===== config.mk =====
export PLATFORM = sky130hd
export DESIGN_NAME = instruction_sequencer
export DESIGN_NICKNAME = d
export VERILOG_FILES = /design/src/rtl/bitty_pkg.sv /design/src/rtl/instruction_sequencer.sv
export SDC_FILE = /design/constraint.sdc
export NUM_CORES = 1
export LEC_CHECK = 0
export CORE_UTILIZATION = 50
export CTS_BUF_LIST = sky130_fd_sc_hd__clkbuf_8
export DETAILED_ROUTE_END_ITERATION = 8
export PLACE_DENSITY_LB_ADDON = 0.3
export SETUP_SLACK_MARGIN = 0.1
export SLEW_MARGIN = 10
export SYNTH_ARGS = -nofsm -noshare
export SYNTH_HDL_FRONTEND = slang
export SYNTH_SLANG_ARGS = --single-unit

===== constraint.sdc =====
create_clock -name clk -period 2.82 [get_ports clk]
set_input_delay 0.423 -clock clk [delete_from_list [all_inputs] [get_ports clk]]
set_output_delay 0.423 -clock clk [all_outputs]
set_load 0.02 [all_outputs]

===== src/rtl/bitty_pkg.sv =====
// Shared definitions for the bitty core sequencing logic: instruction width,
// default halt word, sequencer state encodings and a saturating counter helper.
package bitty_pkg;

    localparam int INSTR_W = 16;
    localparam int RETIRED_W = 16;

    localparam logic [INSTR_W-1:0] HALT_INSTR_DEFAULT = 16'hFFFF;

    typedef enum logic [2:0] {
        SEQ_IDLE    = 3'd0,
        SEQ_FETCH   = 3'd1,
        SEQ_EXEC    = 3'd2,
        SEQ_ADVANCE = 3'd3,
        SEQ_PAUSE   = 3'd4,
        SEQ_HALTED  = 3'd5
    } seq_state_t;

    // Increment that sticks at all-ones instead of wrapping.
    function automatic logic [RETIRED_W-1:0] sat_inc(input logic [RETIRED_W-1:0] value);
        logic [RETIRED_W-1:0] result;
        if (value == {RETIRED_W{1'b1}}) begin
            result = value;
        end else begin
            result = value + 1'b1;
        end
        return result;
    endfunction

endpackage


===== src/rtl/instruction_sequencer.sv =====
// Top-level sequencer for the bitty core: fetches each instruction from program
// memory, holds run high while the control unit executes it, then advances pc.
// Adds run/halt, single-step, a retired-instruction counter and a done watchdog.
//
// state       | meaning
// ------------+-----------------------------------------------------------
// SEQ_IDLE    | after reset, waiting for start
// SEQ_FETCH   | mem_req held with mem_addr = pc until mem_ack
// SEQ_EXEC    | run high, waiting for done; watchdog counting
// SEQ_ADVANCE | one cycle: bump retired and pc, decide halt/pause/fetch
// SEQ_PAUSE   | single-step hold; step pulse or step_mode low resumes
// SEQ_HALTED  | program finished or watchdog tripped; start restarts at 0
module instruction_sequencer
    import bitty_pkg::*;
#(
    parameter int                 ADDR_W     = 8,
    parameter logic [ADDR_W-1:0]  LAST_ADDR  = {ADDR_W{1'b1}},
    parameter logic [INSTR_W-1:0] HALT_INSTR = HALT_INSTR_DEFAULT,
    parameter int                 TIMEOUT    = 15
) (
    input  logic                 clk,
    input  logic                 reset,
    input  logic                 start,
    input  logic                 step_mode,
    input  logic                 step,
    output logic                 mem_req,
    output logic [ADDR_W-1:0]    mem_addr,
    input  logic [INSTR_W-1:0]   mem_rdata,
    input  logic                 mem_ack,
    output logic                 run,
    output logic [INSTR_W-1:0]   instr,
    input  logic                 done,
    output logic [ADDR_W-1:0]    pc,
    output logic                 busy,
    output logic                 halted,
    output logic                 error,
    output logic [RETIRED_W-1:0] retired
);

    localparam int WDOG_W = $clog2(TIMEOUT + 1);

    seq_state_t        state;
    seq_state_t        state_nxt;
    logic [WDOG_W-1:0] wdog;
    logic              wdog_expired;
    logic              last_retire;

    // The watchdog trips on the TIMEOUT-th EXEC cycle that still has no done,
    // so EXEC lasts at most TIMEOUT cycles.
    assign wdog_expired = (wdog == WDOG_W'(TIMEOUT - 1));
    assign last_retire  = (pc == LAST_ADDR) || (instr == HALT_INSTR);
    assign mem_addr     = pc;

    // Next-state selection; start/step/done/mem_ack only matter in their own states.
    always_comb begin
        state_nxt = state;
        case (state)
            SEQ_IDLE: begin
                if (start) state_nxt = SEQ_FETCH;
            end
            SEQ_FETCH: begin
                if (mem_ack) state_nxt = SEQ_EXEC;
            end
            SEQ_EXEC: begin
                if (done) begin
                    state_nxt = SEQ_ADVANCE;
                end else if (wdog_expired) begin
                    state_nxt = SEQ_HALTED;
                end
            end
            SEQ_ADVANCE: begin
                if (last_retire) begin
                    state_nxt = SEQ_HALTED;
                end else if (step_mode) begin
                    state_nxt = SEQ_PAUSE;
                end else begin
                    state_nxt = SEQ_FETCH;
                end
            end
            SEQ_PAUSE: begin
                if (step || !step_mode) state_nxt = SEQ_FETCH;
            end
            SEQ_HALTED: begin
                if (start) state_nxt = SEQ_FETCH;
            end
            default: begin
                state_nxt = SEQ_IDLE;
            end
        endcase
    end

    // State, datapath registers and registered Moore outputs (decoded from next state
    // so they line up with the state register; async reset clears them immediately).
    always_ff @(posedge clk or negedge reset) begin
        if (!reset) begin
            state   <= SEQ_IDLE;
            pc      <= '0;
            instr   <= '0;
            retired <= '0;
            wdog    <= '0;
            error   <= 1'b0;
            run     <= 1'b0;
            mem_req <= 1'b0;
            busy    <= 1'b0;
            halted  <= 1'b0;
        end else begin
            state   <= state_nxt;
            run     <= (state_nxt == SEQ_EXEC);
            mem_req <= (state_nxt == SEQ_FETCH);
            busy    <= (state_nxt == SEQ_FETCH) || (state_nxt == SEQ_EXEC) ||
                       (state_nxt == SEQ_ADVANCE);
            halted  <= (state_nxt == SEQ_HALTED);

            case (state)
                SEQ_IDLE, SEQ_HALTED: begin
                    if (start) begin
                        pc      <= '0;
                        retired <= '0;
                        error   <= 1'b0;
                    end
                end
                SEQ_FETCH: begin
                    if (mem_ack) begin
                        instr <= mem_rdata;
                        wdog  <= '0;
                    end
                end
                SEQ_EXEC: begin
                    if (!done) begin
                        if (wdog_expired) begin
                            error <= 1'b1;
                        end else begin
                            wdog <= wdog + 1'b1;
                        end
                    end
                end
                SEQ_ADVANCE: begin
                    retired <= sat_inc(retired);
                    pc      <= pc + 1'b1;
                end
                default: begin
                end
            endcase
        end
    end

endmodule

-- Yosys cells after proc, flatten, opt, wreduce, memory -nomap -nowiden
Cells that the tools add are included.
Widths: inputs -> output; s select.
- latch bits: 0
- register bits: 52
- memories: 0
- output and inout bits: 53
- memory bits (writable): 0
- bits in read-only memories: 0
- $mul: 0
- equal/unequal tests: 19
- bitwise logic cells: 0
- reduce and logical (&&, ||, !) cells: 15
- muxes and demuxes: 21
- divide/modulo/power cells: 0
- shift-type cells: 0
- $lt $le $gt $ge: 0
- $add $sub $neg: 3
- operators by type and width (cell ; number):
    $eq 16x16->1 const B ; 2
    $mux 16 ; 2
    $pmux 16 s2 ; 1
    $mux 3 ; 7
    $add 16x1->16 const B ; 1
    $pmux 8 s2 ; 1
    $pmux 3 s5 ; 1
    $eq 3x2->1 const B ; 4
    $mux 4 ; 3
    $ne 2x2->1 const B ; 5
    $eq 3x3->1 const B ; 3
    $add 8x1->8 const B ; 1
    $eq 8x8->1 const B ; 1
    $mux 8 ; 1
    $pmux 4 s2 ; 1
    $reduce_and 4->1 ; 2
    $eq 3x1->1 const B ; 2
    $reduce_bool 2->1 ; 3
    $add 4x1->4 const B ; 1
    $eq 4x4->1 const B ; 1
    $logic_or 1x1->1 ; 4
    $reduce_and 2->1 ; 2
    $logic_not 3->1 ; 1
    $mux 1 ; 3
    other kinds (5) ; 5

-- Logic depth before layout (Yosys ltp)
Gate-level depths: netlist of the first run.
- depth after elaboration: 7
- depth in mapped cells: 6
- gate-level depth less buffers: 6

-- Worst setup path after synthesis of the first run
OpenSTA, ideal clock, no wires.
- path type: register to register
- from: register pc[0], in the netlist mem_addr[0]
- to: register mem_req
- data arrival time: 1.662 ns
- cell stages (with the launch flop): 6
- period minus slack after synthesis: 1.740 ns
- buffers on the path: 0
- slack: 1.080 ns
- cells stage by stage: dfrtp_1 > ha_1 > and3_1 > and4_1 > or4_1 > a21oi_1
- word-level cells in the longest chain between the ends: 5
- RTL lines (what ; line ; source):
    start: declaration ; instruction_sequencer.sv:33 ; output logic [ADDR_W-1:0] pc,
    start signal: assignment ; instruction_sequencer.sv:139 ; pc <= pc + 1'b1;
    $eq 8x8->1 ; instruction_sequencer.sv:51 ; assign last_retire = (pc == LAST_ADDR) || (instr == HALT_INSTR);
    $logic_or 1x1->1 ; instruction_sequencer.sv:51 ;
    $mux 3 ; instruction_sequencer.sv:72 ; if (last_retire) begin
    $pmux 3 s5 ; instruction_sequencer.sv:57 ; case (state)
    $eq 3x1->1 ; instruction_sequencer.sv:109 ; mem_req <= (state_nxt == SEQ_FETCH);
    end signal: assignment ; instruction_sequencer.sv:109 ;
    end: declaration ; instruction_sequencer.sv:26 ; output logic mem_req,
Every way passes these cells.
A chain may end at the register's enable or synchronous reset.

-- Worst setup path after layout of the first run
- from: register state[0]
- to: register retired[11]
- word-level cells in the longest chain between the ends: 4
- elaborated cells on any way between the ends: 9
- classes of those cells: 4 x eq/ne; 1 x mux; 4 x reduce/logical
- RTL lines (what ; line ; source):
    start: declaration ; instruction_sequencer.sv:42 ; seq_state_t state;
    start signal: assignment ; instruction_sequencer.sv:107 ; state <= state_nxt;
    $eq 3x3->1 or $logic_not 3->1 (tied branches) ; instruction_sequencer.sv:114 ; case (state)
    $reduce_or 2->1 (no source line) ; n/a ;
    $ne 2x1->1 (no source line) or $reduce_bool 2->1 (tied branches) ; n/a ;
    $reduce_and 3->1 (no source line) ; n/a ;
    end signal: assignment ; instruction_sequencer.sv:138 ; retired <= sat_inc(retired);
    end: declaration ; instruction_sequencer.sv:37 ; output logic [RETIRED_W-1:0] retired
Several ways; a longest one is shown, not always the timed one.

==> results of run 1 <==
[stage by stage]
stage	utilization	std cells	power, mW
after floorplan	-	298	1.92
after global placement	0.670	423	2.38
after detailed placement	0.670	423	2.42
after CTS	0.691	431	2.93
after global routing	0.691	431	3.10
final	0.691	431	2.92
[registers in the layout (all words and copies together), names as in the netlist]
register  count
halted        1
mem_addr      8
state         3
instr        16
mem_req       1
wdog          4
error         1
retired      16
run           1
busy          1
[worst max-delay path: stages (launching register included)]
cell     delay (ps)
dfrtp_1         660
and3b_1         600
o31ai_4         200
or4_1           540
a21oi_1         150
[layout make-up]
class / instances / area, um^2
multi-input combinational: 216 / 1330
inverter: 7 / 26.3
tap: 70 / 87.6
clock inverter: 3 / 42.5
timing repair buffer: 78 / 768
clock buffer: 5 / 68.8
sequential: 52 / 1300
fill: 433 / 1620
[metal layers]
metal	vias up	GRT usage	share of wire
met2	100	0.369	0.49
met3	13	0.0476	0.057
met1	1201	0.295	0.43
met5	-	0	0
met4	0	0.106	0.020
li1	1194	-	-
[kinds of logic after synthesis]
logic type	synth area share
fa+ha+maj	0.0179
mux	0.0300
flops	0.465
xor+xnor	0.00626
compound gates	0.142
buf+inv	0.0635
simple gates	0.276
[worst min-delay path by stage]
stage	start	to	slack, ps	cells after the start
finish	reset	retired[8]	210	2
detailed placement	instr[15]	instr[15]	490	2
global placement	error	error	490	1
floorplan	reset	busy	130	0
CTS	reset	retired[8]	240	2
global route	reset	retired[3]	280	2
[power groups by stage]
stage	sequential [mW]	clock, mW	combinational (mW)
3_5_place_dp	1.16	0	1.26
4_1_cts	1.15	0.523	1.26
3_3_place_gp	1.16	0	1.22
2_1_floorplan	1.28	0	0.638
6_report	1.15	0.515	1.25
5_1_grt	1.19	0.549	1.36
[placed cells by master (no fill, tap or decap), types with 3 or more instances in the layout]
cell type | Yosys | routed
a22o_1 | 3 | 3
o21ai_0 | 13 | 13
nand4_1 | 10 | 10
clkdlybuf4s50_1 | 0 | 74
ha_1 | 4 | 4
or3_1 | 5 | 5
buf_4 | 8 | 3
inv_1 | 7 | 7
nand2_1 | 72 | 72
o211ai_1 | 4 | 4
nor2_1 | 7 | 7
and4_1 | 5 | 5
and3_1 | 5 | 5
a211oi_1 | 6 | 6
and2_1 | 4 | 4
clkbuf_8 | 0 | 5
or4_1 | 4 | 4
nor3b_1 | 3 | 3
or2_2 | 3 | 3
nand3_1 | 8 | 8
o31ai_1 | 4 | 4
nor4_1 | 3 | 3
a21oi_1 | 8 | 8
dfrtp_1 | 52 | 52
mux2i_1 | 5 | 5
nor3_1 | 4 | 4
o31a_1 | 3 | 3
a31oi_1 | 3 | 3
==> results.py, run 1 <==
metrics = {
    "synth": {
        "synth_cell_type_count": 51,
        "netlist.top_cell.by_area": "dfrtp_1",
        "netlist_instances": 298,
        "mappedNetlistNets": 325,
        "async_reset_ff_frac": 1.00,
        "mappedNetlistArea_um2": 2800,
        "yosysTopAreaCellShare": 0.465,
        "yosys-top-cells-area": "dfrtp_1 46%, nand2_1 9.7%, o21ai_0 2.3%, nand4_1 2.2%, buf_4 2.1%",
        "synthMostInstantiatedCell": "nand2_1",
        "post_synth_most_frequent_cells": "72 x nand2_1, 52 x dfrtp_1, 13 x o21ai_0",
        "synth_enable_flop_cells": 0,
        "yosys_warnings": 0,
        "ys.flop_type": "dfrtp_1",
        "synthesis.area_per_instance_um2": 9.39,
        "synth.ff_latch_count": 52,
        "synth_seq_area_share": 0.465,
    },
    "die": {
        "rows": 26,
        "die_area_um2": 5900,
        "chipWidth_um": 76.8,
        "design.core.area_um2": 5240,
        "fp.dieH_um": 76.8,
        "ioPinCount": 76,
        "starting_density_of_the_core": 0.534,
    },
    "placement": {
        "dpl_cell_area_um2": 3510,
        "dpl.hpwl_um": 4580,
        "place_worst_setup_slack_ps": 566,
        "number_of_buffers_added_on_ports": 75,
        "finalWeightedCongestion": 0.814,
    },
    "clock_network": {
        "cts.repair.resized": 0,
        "cts_root_buffer": "clkbuf_8",
        "clock_tree.htree_level_count": 2,
        "cts.sink_count": 52,
        "total_clock_buffers_created_by_cts": 5,
        "clk-insertion-delay-late_ps": 310,
        "worst_setup_hold_path_clk_slew_ps": 100,
        "cts_hold_fix_bufs": 0,
        "postCtsSetupRepairBufs": 0,
        "tritoncts_clock_tree": "done",
        "max-clock-path-buffers": 2,
    },
    "power": {
        "switching_share": 0.396,
        "power.sequential.fraction": 0.395,
        "internal_power_mw": 1.76,
        "worst_voltage_drop_across_the_vdd_grid_mv": 0.587,
        "p_comb_frac": 0.428,
        "power_frac_clock": 0.176,
        "reported_net_switching_power_mw": 1.16,
        "p_leak_nw": 1.56,
        "powerDensity_nw_per_um2": 806,
    },
    "critical_path": {
        "worst_setup_path_startpoint": "state[0]",
        "crit-reg2reg-launch": "state[0]",
        "setup.reg_to_reg.worst_slack_ps": 600,
        "critical_setup_path_class": "flop to flop",
        "timing.reg2reg.worst_path_depth": 4,
        "critical_path.max_fanout": 15,
        "cp-start-kind": "flop",
        "worst_r2r_endpoint": "retired[11]",
        "timing.critical_path.to": "retired[11]",
        "critical_path_arrival_ps": 2460,
        "worstSetupEndpointType": "flop",
        "crit_required_ps": 3060,
    },
    "global_route": {
        "pin_count_of_the_biggest_net_entering_global_routing": 53,
        "first_global_vias": 2403,
        "global_route_wire_length_before_repair_um": 10900,
        "groute.usage.overall": 0.229,
        "grt_antenna_before_repair": 0,
        "overflow": 0,
    },
    "job": {
        "cap_violations": 0,
    },
    "hold_path": {
        "hold_path_class": "input pin to async pin",
    },
    "detailed_routing": {
        "final_antenna_net_count": 0,
        "wire_per_inst_um": 15.0,
        "drtIter0Drc": 218,
        "detail_route.drc_violations": 0,
        "vias": 2508,
        "drt_pass1_iterations": 4,
        "via_count_normalized_by_instance_count": 5.82,
        "postRouteWirelength_um": 6450,
    },
    "timing": {
        "timing.final.crit_share": 0.786,
        "setup-tns-final_ps": 0,
        "achievable_frequency_mhz": 451,
        "timing.hold.ws_ps": 213,
        "finalWorstPathRequiredPeriod_ps": 2220,
        "rsz0062_at_grt": "no",
        "worst_slew_pin_slew_ps": 646,
        "hold_viol": 0,
        "setup_violations": 0,
        "slew-limit-headroom": 0.569,
        "final-max-slew-violation-count": 0,
        "timing.clock.skew_ps": 7.34,
        "postLayoutSetupSlackWorst_ps": 604,
    },
    "final_layout": {
        "synthToLayoutAreaGrowth_pct": 29.4,
        "drive_above_1_share": 0.0665,
        "nNetsFinal": 387,
        "antenna-diode-count": 0,
        "fin_area_um2": 3620,
    },
    "status": {
        "outcome": "complete, no violations",
    },
}
(Power assumes the default switching activity.)
==> run 2, diff against run 1 <==
--- a/config.mk
+++ b/config.mk
@@ -5,7 +5,7 @@
 export SDC_FILE = /design/constraint.sdc
 export NUM_CORES = 1
 export LEC_CHECK = 0
-export CORE_UTILIZATION = 50
+export CORE_UTILIZATION = 45
 export CTS_BUF_LIST = sky130_fd_sc_hd__clkbuf_8
 export DETAILED_ROUTE_END_ITERATION = 8
 export PLACE_DENSITY_LB_ADDON = 0.3
==> constraint.sdc (replaced) <==
create_clock -name clk -period 1.98 [get_ports clk]
set_input_delay 0.297 -clock clk [delete_from_list [all_inputs] [get_ports clk]]
set_output_delay 0.297 -clock clk [all_outputs]
set_load 0.02 [all_outputs]
==> run 2 against run 1 <==
Effect of this change:
- sequential share of layout area decreased by 0.98 points
- global-route usage decreased by 1.7 points
- combinational power increased by 55%
- core utilization decreased by 6.6 points
- clock skew increased by 3.2 ps
- via count decreased by 0.56%
- clock power increased by 13%
==> results.py, run 2 (synthesis gave the netlist of run 1 again) <==
metrics = {
    "status": {
        "outcome": "complete, no violations",
    },
    "die": {
        "die_area_um2": 6540,
        "fp.dieH_um": 80.9,
        "rows": 28,
        "ioPinCount": 76,
        "starting_density_of_the_core": 0.470,
        "chipWidth_um": 80.9,
        "design.core.area_um2": 5960,
    },
    "critical_path": {
        "critical_path.max_fanout": 10,
        "critical_path_arrival_ps": 1970,
        "critical_setup_path_class": "flop to flop",
        "critical-path-slowest-cell": "dfrtp_1",
        "max_stage_delay_ps": 540,
        "setup.reg_to_reg.worst_slack_ps": 180,
        "worstSetupEndpointType": "flop",
        "path_cells": "and4b_1, buf_4, or3_1, a31oi_1, a311oi_1",
        "crit_required_ps": 2140,
        "cp-start-kind": "flop",
    },
    "timing": {
        "postLayoutSetupSlackWorst_ps": 179,
        "slew-limit-headroom": 0.622,
        "timing.clock.skew_ps": 10.5,
        "final-max-slew-violation-count": 0,
        "worst_slew_pin_slew_ps": 562,
        "hold_viol": 0,
        "achievable_frequency_mhz": 555,
        "timing.final.crit_share": 0.910,
        "rsz0062_at_grt": "no",
        "setup-tns-final_ps": 0,
        "finalWorstPathRequiredPeriod_ps": 1800,
        "setup_violations": 0,
    },
    "clock_network": {
        "max-clock-path-buffers": 2,
        "total_clock_buffers_created_by_cts": 5,
        "cts_root_buffer": "clkbuf_8",
        "tritoncts_clock_tree": "done",
        "clk-insertion-delay-late_ps": 300,
        "clock_tree.htree_level_count": 2,
        "worst_setup_hold_path_clk_slew_ps": 90,
        "cts.sink_count": 52,
    },
    "global_route": {
        "globalRoute.busiestLayer": "met2",
        "global_route_wire_length_before_repair_um": 10800,
        "first_global_vias": 2339,
        "grt_use_met1": 0.269,
        "pin_count_of_the_biggest_net_entering_global_routing": 53,
        "grt_util_met3": 0.0517,
        "grt_antenna_before_repair": 0,
        "grt_util_met2": 0.358,
        "overflow": 0,
        "groute.usage.overall": 0.212,
    },
    "detailed_routing": {
        "final_antenna_net_count": 0,
        "detail_route.drc_violations": 0,
        "via_count_normalized_by_instance_count": 5.54,
        "drt_pass1_iterations": 4,
        "postRouteWirelength_um": 6570,
        "drtIter0Drc": 136,
        "wire_per_inst_um": 14.6,
        "vias": 2494,
    },
    "job": {
        "cap_violations": 0,
    },
    "power": {
        "power_total_mw": 4.11,
        "powerDensity_nw_per_um2": 1100,
        "p_leak_nw": 1.63,
        "worst_voltage_drop_across_the_vdd_grid_mv": 0.769,
    },
    "final_layout": {
        "synthToLayoutAreaGrowth_pct": 33.1,
        "nNetsFinal": 401,
        "layout.cells.most_common": "clkdlybuf4s50_1",
        "fin_area_um2": 3730,
        "antenna-diode-count": 0,
        "drive_above_1_share": 0.104,
        "most_used_cells_in_the_layout_excluding_fill_and_tap_cells": "74 x clkdlybuf4s50_1, 72 x nand2_1, 51 x dfrtp_1",
    },
    "placement": {
        "dpl_cell_area_um2": 3630,
        "number_of_buffers_added_on_ports": 75,
        "place_worst_setup_slack_ps": -62.3,
        "finalWeightedCongestion": 0.846,
        "dpl.hpwl_um": 4790,
    },
    "hold_path": {
        "hold_path_class": "input pin to flop",
    },
}
-- run 2: critical path: cells and delay by family (launching register included) --
kind                   cells  cell delay [ps]
AND/OR/NAND/NOR            2              660
flip-flops                 1              540
AO/OA/AOI/OAI              2              310
buffers and inverters      1              160
-- run 2: path summary, 6_finish.rpt --
check                                  start    endpoint  cells past startpoint
worst min register to register     instr[12]   instr[12]                      2
min in group asynchronous              reset    instr[7]                      3
worst max-delay path                state[1]  retired[4]                      5
worst max register to register      state[1]  retired[4]                      5
worst min-delay path            mem_rdata[6]    instr[6]                      3
max in group asynchronous              reset    state[2]                      3
-- run 2: where the power goes --
| part | total [mW] | switching (mW) | internal (mW) |
|---|---|---|---|
| sequential | 1.59 | 0.263 | 1.33 |
| combinational | 1.94 | 1.03 | 0.904 |
| clock | 0.582 | 0.338 | 0.243 |
-- run 2: metal layers --
layer,wire [um],vias up
li1,-,1220
met5,0,-
met4,73,0
met1,2800,1196
met2,3320,70
met3,375,8
-- run 2: stage by stage --
stage	util	instances	hold slack [ps]
4_1_cts	0.625	450	506
2_1_floorplan	-	298	1.41
6_report	0.626	450	508
3_5_place_dp	0.609	441	309
5_1_grt	0.626	450	512
3_3_place_gp	0.609	441	312
-- run 2: final cells by class --
cell class	count	area, um^2
Fill cell	522	2230
Multi-Input combinational cell	216	1330
Sequential cell	52	1300
Timing Repair Buffer	92	888
Tap cell	75	93.8
Clock buffer	5	68.8
Inverter	7	26.3
Clock inverter	3	16.3
-- run 2: timing repair --
action                                  4_1_cts  5_1_grt
gates resized for setup                       0        6
hold endpoints to repair                     51        0
buffers inserted                              0        0
endpoints found under the setup margin        0       11
hold buffers                                  1        0
